$ cat src/rtl/serial_sub8.sv
// Bit-serial subtractor: diff = num1 - num2 - bin over WIDTH cycles, LSB first.
// One full-adder cell computes a + ~b with the carry seeded from ~bin.
module serial_sub8 #(
    parameter int WIDTH = 8
) (
    input  logic             clk,
    input  logic             reset_n,
    input  logic             start,
    input  logic [WIDTH-1:0] num1,
    input  logic [WIDTH-1:0] num2,
    input  logic             bin,
    output logic             busy,
    output logic             done,
    output logic [WIDTH-1:0] diff,
    output logic             bout,
    output logic             v
);

    localparam int CW = (WIDTH > 2) ? $clog2(WIDTH) : 1;

    typedef enum logic {
        IDLE,
        RUN
    } state_t;

    state_t state, state_nx;

    logic [CW-1:0]    cnt;
    logic [WIDTH-1:0] a_sh, b_sh, r_sh;
    logic             carry, n1msb, n2msb;

    logic             load, fin, s, c_nx;
    logic [WIDTH-1:0] r_nx;

    assign s    = a_sh[0] ^ b_sh[0] ^ carry;
    assign c_nx = (a_sh[0] & b_sh[0]) | (a_sh[0] & carry) | (b_sh[0] & carry);
    assign r_nx = {s, r_sh[WIDTH-1:1]};
    assign busy = (state == RUN);

    always_ff @(posedge clk) begin
        if (!reset_n) state <= IDLE;
        else          state <= state_nx;
    end

    always_comb begin
        state_nx = state;
        load     = 1'b0;
        fin      = 1'b0;
        unique case (state)
            IDLE: begin
                if (start) begin
                    load     = 1'b1;
                    state_nx = RUN;
                end
            end
            RUN: begin
                if (cnt == CW'(WIDTH - 1)) begin
                    fin      = 1'b1;
                    state_nx = IDLE;
                end
            end
            default: state_nx = IDLE;
        endcase
    end

    always_ff @(posedge clk) begin
        if (!reset_n) begin
            a_sh  <= '0;
            b_sh  <= '0;
            r_sh  <= '0;
            carry <= 1'b0;
            cnt   <= '0;
            n1msb <= 1'b0;
            n2msb <= 1'b0;
            done  <= 1'b0;
            diff  <= '0;
            bout  <= 1'b0;
            v     <= 1'b0;
        end else begin
            done <= fin;
            if (load) begin
                a_sh  <= num1;
                b_sh  <= ~num2;
                carry <= ~bin;
                cnt   <= '0;
                n1msb <= num1[WIDTH-1];
                n2msb <= num2[WIDTH-1];
            end else if (state == RUN) begin
                a_sh  <= a_sh >> 1;
                b_sh  <= b_sh >> 1;
                r_sh  <= r_nx;
                carry <= c_nx;
                cnt   <= cnt + 1'b1;
                // s is the result MSB on the final bit
                if (fin) begin
                    diff <= r_nx;
                    bout <= ~c_nx;
                    v    <= (n1msb != n2msb) && (s != n1msb);
                end
            end
        end
    end

endmodule
$ cat config.mk
export PLATFORM = sky130hd
export DESIGN_NAME = serial_sub8
export DESIGN_NICKNAME = d
export VERILOG_FILES = /design/src/rtl/serial_sub8.sv
export SDC_FILE = /design/constraint.sdc
export NUM_CORES = 1
export LEC_CHECK = 0
export CORE_MARGIN = 2
export CORE_UTILIZATION = 46
export CTS_CLUSTER_SIZE = 8
export DETAILED_ROUTE_END_ITERATION = 6
export PLACE_DENSITY = 0.74
export SYNTH_ARGS = -nofsm -noshare
export SYNTH_HDL_FRONTEND = slang
export SYNTH_SLANG_ARGS = --single-unit
export TNS_END_PERCENT = 100
$ cat constraint.sdc
create_clock -name clk -period 1.3 [get_ports clk]
set_clock_uncertainty 0.1 [all_clocks]
set_input_delay 0.13 -clock clk [delete_from_list [all_inputs] [get_ports clk]]
set_output_delay 0.13 -clock clk [all_outputs]
set_load 0.02 [all_outputs]
* Word-level counts from Yosys, hierarchy flattened *
Index checks and enable logic that the tools add are counted.

storage, ports and cells
  register bits after elaboration = 42
  bits of input ports = 20
  output and inout port bits = 12
  word-level logic and storage cells = 46

operators by class
  add/subtract/negate cells = 1
  equality and inequality tests = 3
  multiplexer cells = 12
  bitwise operators = 13
  reductions and logical operators = 5

operators by type and width
  cell                 count
  $mux 8               4
  $not 8->8            1
  $mux 1               7
  $not 1->1            5
  $add 3x1->3 const B  1
  $and 1x1->1          3
  $eq 3x3->1 const B   1
  $reduce_and 3->1     1
  $ne 1x1->1           2
  $or 1x1->1           2
  $pmux 1 s2           1
  $reduce_and 2->1     1
  $reduce_bool 2->1    1
  $reduce_or 2->1      1
  $xor 1x1->1          2
  $logic_and 1x1->1    1

* Logic depth before layout (Yosys ltp) *
Gate-level depths: netlist (run 1).

  depth in word-level cells = 5
  gate-level depth with buffers = 6
  depth with buffers taken out = 5

* Least setup slack after synthesis (run 1) *
Ideal clock, no wire load.

  path kind = register -> register
  start = register a_sh[0]
  end = register v
  library setup time = 121 ps
  arrival time = 1219 ps
  data required time = 1079 ps
  slack = -141 ps
  cell stages (with the launch flop) = 6
  path buffers = 0
  clock period less this slack = 1441 ps
  cells stage by stage = dfxtp_1 -> inv_1 -> fa_1 -> and3b_1 -> a21oi_1 -> a21oi_1

on the way
  cells in the longest elaborated chain, start to end = 4

RTL lines
  item                      line  source
  start: declaration        29    logic [WIDTH-1:0] a_sh, b_sh, r_sh;
  start signal: assignment  82    a_sh <= num1;
  start signal: assignment  89    a_sh <= a_sh >> 1;
  $xor 1x1->1 (2 in a row)  35    assign s = a_sh[0] ^ b_sh[0] ^ carry;
  $ne 1x1->1                98    v <= (n1msb != n2msb) && (s != n1msb);
  $logic_and 1x1->1         98
  end signal: assignment    98
  end: declaration          16    output logic v

Every way passes these cells.
A chain may end at the register's enable or synchronous reset.

* Final worst setup path (run 1) *
  start = register carry
  end = register v

on the way
  cells in the longest elaborated chain, start to end = 3

RTL lines
  item                      line  source
  start: declaration        30    logic carry, n1msb, n2msb;
  start signal: assignment  84    carry <= ~bin;
  start signal: assignment  92    carry <= c_nx;
  $xor 1x1->1               35
  $ne 1x1->1                98
  $logic_and 1x1->1         98

Every way passes these cells.

==> impl_metrics.ini, run 1 <==
[drt]
wl_met1_um = 1690
met3RoutedLength_um = 164
routed_wl_um = 3680
wl_met2_um = 1750
route.detailed.drc = 0
dr_total_vias = 1388
top_layer = met4
ant_nets = 0
dr.pass1.iters = 4
drtIter0Drc = 39
avgViaCountPerCell = 5.05
avgRoutedWirePerCell_um = 13.4

[clock_network]
worstSkewPairLatency_ns = 0.29
post_cts_buffers = 0
clock_path_buffers = 2
cts_made_buffers = 5
htreeDepth = 2
cts.sinks = 41
hold_buffers = 0
root_buffer = clkbuf_8
cts_tree = done
cts.clk_slew.worst_paths_ns = 0.08

[yosys]
avgSynthCellArea_um2 = 9.44
yosysTopAreaCell = dfxtp_1
synth-simple-area-share_pct = 19.3
synthCells = 190
synthXorXnorAreaFrac_pct = 0
yosysWarnings = 0
synth_top_area_share_pct = 45.7
yosysUniqueCellTypes = 27
synthTopCellsByArea = dfxtp_1 46%, mux2i_1 9.5%, nand2_1 6.9%
muxShareOfSynthArea_pct = 9.48
synth_compound_area_share_pct = 17.1
synth_fa_ha_area_share_pct = 2.51
yosysSeqAreaShare_pct = 45.7
syn_area_mm2 = 0.00179
ys_ff_latch = 41
synth_top_family_by_area = simple AND/OR/NAND/NOR gates
syn_nets = 213

[pwr]
p_switching_mw = 0.620
powerDensity_mw_per_mm2 = 1080
netSwitchingFraction_pct = 24.7
clkPwrFrac_pct = 31.8
power.share.sequential_pct = 53.5
combPwrFrac_pct = 14.7
ir_worst_vdd_uv = 974
leakagePower_nw = 0.973
internal-power_mw = 1.89

[critical_path]
arrival_ns = 1.62
worstSetupPathType = flip-flop to flip-flop
endpoint_kind = flip-flop
startpoint_type = flip-flop
crit_required_ns = 1.42
cp_max_fo = 4

[placed_design]
io_buffer_count = 31
hpwl_um = 2450
post_dp_cell_area_mm2 = 0.00220
gp_congestion = 0.705
dp_cells = 265

[sta]
max_freq_mhz = 666
tightest_slew_ns = 0.269
drv_slew = 0
setup_ws_ns = -0.200
period_minus_slack_ns = 1.50
post-route-period-util_pct = 115
hold_viol = 0
slew_headroom_pct = 82.1
rsz0062_at_grt = true
finalHoldWorstSlack_ns = 0.356
setup_viol = 3

[worst_hold_path]
hold_class = flip-flop to flip-flop

[cells_and_area]
seq_area_um2 = 827
layout.nets = 249
nFillCells = 320
mostFrequentLayoutCells = 36 x dfxtp_1, 32 x nand2_1, 18 x clkdlybuf4s50_1, 17 x mux2i_1, 14 x nor2b_1
area_growth_syn_to_layout_pct = 29.1
stdcell_count = 275
layout-drive-gt1-share_pct = 15.9
design_area_mm2 = 0.00232
multi_input_area_um2 = 908
layout_commonest_cell = dfxtp_1
final_util_pct = 62.3
diodes = 0

[die]
coreArea_mm2 = 0.00372
initial_core_util_pct = 48.3
dieArea_mm2 = 0.00442
num_rows = 22
num_io_pins = 32
die_h_um = 66.5
die_w_um = 66.5

[grt]
antenna_found_initial = 0
grt_pass1_wl_um = 5900
grt_remaining_overflow = 0
grt_use_total_pct = 17.9
grt_start_max_net_pins = 41
grt_pass1_vias = 1296

[status]
outcome = finished with violations
violations = setup timing

[job]
cap_violations = 0
[power groups by stage]
stage | Combinational, mW | Clock, mW | Sequential [mW]
2_1_floorplan | 0.228 | 0 | 1.37
3_3_place_gp | 0.346 | 0 | 1.37
3_5_place_dp | 0.357 | 0 | 1.37
4_1_cts | 0.358 | 0.821 | 1.34
5_1_grt | 0.406 | 0.885 | 1.35
6_report | 0.370 | 0.799 | 1.34
[sequential cells by signal, summed over array words and instances (netlist names)]
signal / count
n2msb: 1
diff: 8
a_sh: 8
busy: 1
n1msb: 1
v: 1
done: 1
cnt: 3
r_sh: 7
carry: 1
b_sh: 8
bout: 1
[path summary, 6_finish.rpt]
| path | start | to | slack, ns | depth (start not counted) |
|---|---|---|---|---|
| max | carry | v | -0.20 | 5 |
| max reg2reg | carry | v | -0.20 | 5 |
| min | diff[3] | diff[3] | 0.36 | 2 |
| min reg2reg | diff[3] | diff[3] | 0.36 | 2 |
[worst max-delay path, stage by stage, from the launching register on]
cell,delay [ns]
dfxtp_2,0.35
inv_2,0.04
fa_2,0.60
and3b_1,0.17
a21oi_1,0.04
a21oi_1,0.12
[cells by family after synthesis]
| logic type | Yosys count |
|---|---|
| AOI/OAI and AO/OA | 40 |
| adders and majority gates | 3 |
| buffers and inverters | 17 |
| DFF | 41 |
| muxes | 17 |
| and+or+nand+nor | 72 |
[synth_stat cells]
| cell | n |
|---|---|
| a21boi_2 | 6 |
| nor2b_1 | 14 |
| and2_1 | 8 |
| a211o_1 | 7 |
| buf_4 | 1 |
| clkbuf_1 | 5 |
| a21boi_1 | 7 |
| buf_8 | 1 |
| and3b_1 | 1 |
| dfxtp_1 | 41 |
| mux2i_1 | 17 |
| nor2_1 | 11 |
| o211a_1 | 2 |
| nor3b_1 | 3 |
| a211oi_1 | 1 |
| a21oi_1 | 4 |
| nand2_1 | 33 |
| ha_1 | 2 |
| buf_2 | 3 |
| nand2b_1 | 1 |
| o21ai_0 | 8 |
| o21a_1 | 3 |
| fa_1 | 1 |
| a21boi_0 | 2 |
| and3_1 | 1 |
| buf_6 | 3 |
| inv_1 | 4 |
[cell type report]
type                    instances  area share, %
clock buffers                   5           2.97
clock inverters                 3          0.756
inverters                       4          0.648
multi-input cells             133           39.2
flip-flops and latches         41           35.7
well taps                      48           2.59
repair buffers                 41           18.1
[per-layer routing]
metal	GRT usage, %	up-vias
met5	0	-
met3	5.07	5
li1	-	707
met4	7.65	0
met2	28.2	26
met1	22.7	650
[stage by stage]
step	power [mW]	setup slack (ns)	TNS [ns]
finish	2.51	-0.200	-0.499
global route	2.64	-0.239	-0.645
CTS	2.52	-0.220	-0.544
detailed placement	1.73	-0.227	-4.22
global placement	1.71	-0.193	-3.35
floorplan	1.59	-0.108	-0.109
[what timing repair did]
item / in CTS / in global routing
setup endpoints to repair: 20 / 15
gates resized for setup: 14 / 4
pin swaps: 0 / 0
gates cloned: 0 / 2
Note: power is estimated with default switching activity, not from simulation.
==> run 2, diff against run 1 <==
--- a/config.mk
+++ b/config.mk
@@ -7,9 +7,11 @@
 export LEC_CHECK = 0
 export CORE_MARGIN = 2
 export CORE_UTILIZATION = 46
+export CTS_CLUSTER_DIAMETER = 50
 export CTS_CLUSTER_SIZE = 8
 export DETAILED_ROUTE_END_ITERATION = 6
 export PLACE_DENSITY = 0.74
+export RECOVER_POWER = 100
 export SYNTH_ARGS = -nofsm -noshare
 export SYNTH_HDL_FRONTEND = slang
 export SYNTH_SLANG_ARGS = --single-unit
==> run 2 against run 1 <==
  * The run still ends with setup timing left
  * Design area fell by 0.16%
  * Utilization decreased by 0.10 points
  * Sequential power about the same
  * Clock-buffer cell count is the same
  * Register-to-register slack hardly changed
  * Largest cell class unchanged
==> impl_metrics.ini, run 2 (synthesis gave the netlist of run 1 again) <==
[drt]
dr_total_vias = 1380
routed_wl_um = 3610
avgViaCountPerCell = 5.02
drtIter0Drc = 45
ant_nets = 0
dr.pass1.iters = 4
avgRoutedWirePerCell_um = 13.1
route.detailed.drc = 0

[cells_and_area]
design_area_mm2 = 0.00231
reg_top3 = a_sh (8), b_sh (8), diff (8)
layout-drive-gt1-share_pct = 15.9
layout_commonest_cell = dfxtp_1
diodes = 0
layout.nets = 249
area_growth_syn_to_layout_pct = 28.9
stdcell_count = 275
nFillCells = 320
final_util_pct = 62.2
mostFrequentLayoutCells = 36 x dfxtp_1, 32 x nand2_1, 18 x clkdlybuf4s50_1, 17 x mux2i_1, 14 x nor2b_1

[grt]
antenna_found_initial = 0
grt_pass1_wl_um = 5900
grt_pass1_vias = 1296
grt_start_max_net_pins = 41
grt_use_total_pct = 17.9
grt_remaining_overflow = 0

[critical_path]
crit_chain = inv_2, fa_2, and3b_1, a21oi_1, a21oi_1
worstSetupPathType = flip-flop to flip-flop
crit_required_ns = 1.42
rr_startpoint = carry
r2r_slack_ns = -0.20
endpoint_kind = flip-flop
slowest_stage = fa_2
startpoint_type = flip-flop
cp_slowest_stage_delay_ns = 0.60
cp_common_cell = a21oi_1
cp-startpoint = carry
arrival_ns = 1.62
worst_r2r_endpoint = v
cp_max_fo = 4
r2r_cells = 5

[pwr]
power_mw = 2.51
p_switching_mw = 0.615
clkPwrFrac_pct = 31.8
combPwrFrac_pct = 14.6
ir_worst_vdd_uv = 975
power.share.sequential_pct = 53.6
internal-power_mw = 1.89
netSwitchingFraction_pct = 24.5
powerDensity_mw_per_mm2 = 1080
leakagePower_nw = 0.972

[clock_network]
worstSkewPairLatency_ns = 0.29
cts_tree = done
cts_made_buffers = 5
cts.sinks = 41
cts.clk_slew.worst_paths_ns = 0.08
root_buffer = clkbuf_8
htreeDepth = 2
clock_path_buffers = 2

[die]
initial_core_util_pct = 48.3
die_w_um = 66.5
coreArea_mm2 = 0.00372
num_rows = 22
die_h_um = 66.5
num_io_pins = 32
dieArea_mm2 = 0.00442

[sta]
setup_viol = 3
post-route-period-util_pct = 115
slew_headroom_pct = 80.7
max_freq_mhz = 667
drv_slew = 0
setup_ws_ns = -0.199
period_minus_slack_ns = 1.50
rsz0062_at_grt = true
hold_viol = 0
tightest_slew_ns = 0.289

[placed_design]
dp_cells = 265
io_buffer_count = 31
post_dp_cell_area_mm2 = 0.00220
hpwl_um = 2450
gp_congestion = 0.705

[status]
outcome = finished with violations
violations = setup timing

[job]
cap_violations = 0

[worst_hold_path]
whs_path_depth = 2
hold_start = diff[3]
hold_class = flip-flop to flip-flop
hold-path-endpoint = diff[3]
-- run 2: cell types whose count changed in the layout (fill, tap and decap cells not counted), sizes merged --
| cell | previous run | this run |
|---|---|---|
| buf | 9 | 8 |
| clkbuf | 6 | 7 |
-- run 2: power groups by stage --
stage | Clock (mW) | Combinational [mW] | Sequential, mW
after global routing | 0.885 | 0.404 | 1.35
after CTS | 0.821 | 0.358 | 1.34
after floorplan | 0 | 0.228 | 1.37
after detailed placement | 0 | 0.357 | 1.37
final | 0.796 | 0.366 | 1.34
after global placement | 0 | 0.346 | 1.37
-- run 2: worst max-delay path by stage --
stage              end  slack [ns]  depth (start not counted)
5_1_grt              v       -0.24                          5
4_1_cts              v       -0.22                          5
3_5_place_dp   a_sh[3]       -0.23                          5
2_1_floorplan        v       -0.11                          5
6_report             v       -0.20                          5
3_3_place_gp   b_sh[0]       -0.19                          5
-- run 2: final cells by class --
type / count / area, um2 / share of cell area (%)
Multi-Input combinational cell: 133 / 908 / 39.3
Sequential cell: 41 / 827 / 35.8
Timing Repair Buffer: 41 / 415 / 18.0
Clock buffer: 5 / 68.8 / 2.98
Tap cell: 48 / 60.1 / 2.60
Clock inverter: 3 / 17.5 / 0.758
Inverter: 4 / 15.0 / 0.649
-- run 2: timing repair --
| item | CTS | global route |
|---|---|---|
| hold buffers | 0 | 0 |
| endpoints found under the setup margin | 20 | 15 |
| gates resized for setup | 14 | 4 |
| cloned | 0 | 2 |
| setup buffers | 0 | 0 |
-- run 2: layer usage --
| metal | wire, um | share of wire [%] | up-vias | global-route usage, % |
|---|---|---|---|---|
| li1 | - | - | 709 | - |
| met1 | 1650 | 46 | 642 | 22.7 |
| met2 | 1740 | 48 | 24 | 28.2 |
| met3 | 155 | 4.3 | 5 | 5.07 |
| met4 | 65 | 1.8 | 0 | 7.65 |
| met5 | 0 | 0 | - | 0 |
-- run 2: per-stage QoR --
stage / setup TNS (ns) / hold WS, ns / worst slack, ns
after CTS: -0.544 / 0.358 / -0.220
final: -0.498 / 0.356 / -0.199
after floorplan: -0.109 / 0.177 / -0.108
after global placement: -3.35 / 0.344 / -0.193
after global routing: -0.636 / 0.378 / -0.239
after detailed placement: -4.22 / 0.349 / -0.227
-- run 2: worst max-delay path: cells and delay by family, from the launching register on --
family                     cells  cell delay (ns)
AOI/OAI and AO/OA              2             0.16
buffers and inverters          1             0.04
DFF                            1             0.35
adders and majority gates      1             0.60
and+or+nand+nor                1             0.17
==> run 3, diff against run 2 <==
--- a/config.mk
+++ b/config.mk
@@ -6,11 +6,10 @@
 export NUM_CORES = 1
 export LEC_CHECK = 0
 export CORE_MARGIN = 2
-export CORE_UTILIZATION = 46
+export CORE_UTILIZATION = 35
 export CTS_CLUSTER_DIAMETER = 50
 export CTS_CLUSTER_SIZE = 8
 export DETAILED_ROUTE_END_ITERATION = 6
-export PLACE_DENSITY = 0.74
 export RECOVER_POWER = 100
 export SYNTH_ARGS = -nofsm -noshare
 export SYNTH_HDL_FRONTEND = slang
==> run 3 against run 2 <==
  * The flow still finishes with violations (setup timing)
  * Non-clock buffer count did not move
  * Global-route usage decreased by 4.9 points
  * Register-to-register slack better by 0.04 ns
  * Largest cell class unchanged
==> impl_metrics.ini, run 3 (synthesis gave the netlist of run 1 again) <==
[sta]
post-route-period-util_pct = 113
setup_ws_ns = -0.163
period_minus_slack_ns = 1.46
finalHoldWorstSlack_ns = 0.343
tightest_slew_ns = 0.333
max_freq_mhz = 683
drv_slew = 0
rsz0062_at_grt = true
setup_viol = 11
slew_headroom_pct = 77.8
hold_viol = 0

[clock_network]
htreeDepth = 2
cts.clk_slew.worst_paths_ns = 0.07
root_buffer = clkbuf_8
cts_made_buffers = 5
post_cts_buffers = 0
cts.sinks = 41
clock_path_buffers = 2
worstSkewPairLatency_ns = 0.29
hold_buffers = 0
cts_tree = done

[cells_and_area]
area_growth_syn_to_layout_pct = 27.0
layout-drive-gt1-share_pct = 12.9
mostFrequentLayoutCells = 38 x dfxtp_1, 32 x nand2_1, 19 x clkdlybuf4s50_1, 17 x mux2i_1, 14 x nor2b_1
layout_commonest_cell = dfxtp_1
reg_top3 = a_sh (8), b_sh (8), diff (8)
final_util_pct = 45.2
layout.nets = 249
diodes = 0

[die]
dieArea_mm2 = 0.00572
die_w_um = 75.6
num_rows = 26
initial_core_util_pct = 35.6
die_h_um = 75.6
num_io_pins = 32
coreArea_mm2 = 0.00504

[drt]
route.detailed.drc = 0
drtIter0Drc = 62
dr.pass1.iters = 6
avgRoutedWirePerCell_um = 11.7
dr_total_vias = 1343
routed_wl_um = 3450
ant_nets = 0
avgViaCountPerCell = 4.55

[critical_path]
worstSetupPathType = flip-flop to flip-flop
crit_path_end = v
arrival_ns = 1.54
cp-startpoint = a_sh[0]
startpoint_type = flip-flop
crit_required_ns = 1.38
endpoint_kind = flip-flop
rr_startpoint = a_sh[0]
r2r_cells = 5
r2r_slack_ns = -0.16
worst_r2r_endpoint = v
cp_max_fo = 3

[pwr]
internal-power_mw = 1.85
netSwitchingFraction_pct = 23.9
power.share.sequential_pct = 55.1
clkPwrFrac_pct = 30.8
leakagePower_nw = 0.946
combPwrFrac_pct = 14.1
powerDensity_mw_per_mm2 = 1070
ir_worst_vdd_uv = 484
p_switching_mw = 0.582

[worst_hold_path]
hold_class = flip-flop to flip-flop

[placed_design]
io_buffer_count = 31
gp_congestion = 0.734
hpwl_um = 2330

[grt]
antenna_found_initial = 0
grt_use_total_pct = 12.9
grt_start_max_net_pins = 38
grt_pass1_wl_um = 5520
grt_pass1_vias = 1217
grt_remaining_overflow = 0

[status]
outcome = finished with violations
violations = setup timing

[job]
cap_violations = 0
## run 3: critical path, cell delays in order, from the launching register on
cell	delay [ns]
dfxtp_2	0.33
inv_2	0.04
fa_2	0.49
and3b_1	0.21
a21oi_2	0.12
a21oi_2	0.06
## run 3: how the worst min path moves through the flow
stage	from	end	slack, ns	cells past startpoint
6_report	b_sh[5]	b_sh[4]	0.34	2
5_1_grt	diff[0]	diff[0]	0.38	2
4_1_cts	b_sh[5]	b_sh[4]	0.35	2
3_5_place_dp	bout	bout	0.35	2
3_3_place_gp	diff[3]	diff[3]	0.35	2
2_1_floorplan	num1[7]	a_sh[7]	0.18	2
## run 3: layout make-up
class / count / area, um2
flip-flops and latches: 41 / 825
clock inverters: 1 / 5.00
well taps: 70 / 87.6
fillers: 519 / 2760
multi-input cells: 133 / 893
clock buffers: 5 / 68.8
inverters: 4 / 15.0
repair buffers: 41 / 384
## run 3: power by group through the flow
stage,clock [mW],sequential [mW],combinational (mW)
after floorplan,0,1.37,0.228
after global placement,0,1.37,0.352
after detailed placement,0,1.37,0.354
after CTS,0.785,1.34,0.357
after global routing,0.843,1.35,0.382
final,0.749,1.34,0.344
## run 3: metal layers
metal,routed length [um],track usage [%],vias to the layer above
met5,0,0,-
met4,59,5.26,0
met3,148,3.97,6
met2,1520,19.6,22
met1,1720,17.1,614
li1,-,-,701
## run 3: through the flow
stage / area (um2) / instances / setup TNS, ns / power, mW / setup slack [ns]
finish: 2280 / 295 / -0.600 / 2.43 / -0.163
global route: 2280 / 295 / -2.17 / 2.57 / -0.225
CTS: 2300 / 294 / -0.485 / 2.48 / -0.191
detailed placement: 2230 / 288 / -4.16 / 1.72 / -0.230
global placement: 2230 / 288 / -3.77 / 1.72 / -0.213
floorplan: 1830 / 190 / -0.109 / 1.59 / -0.108
## run 3: what timing repair did
action	in CTS	in global routing
endpoints found under the hold margin	0	0
gates cloned	0	1
pin swaps	2	3
resized for setup	14	12
endpoints found under the setup margin	16	18
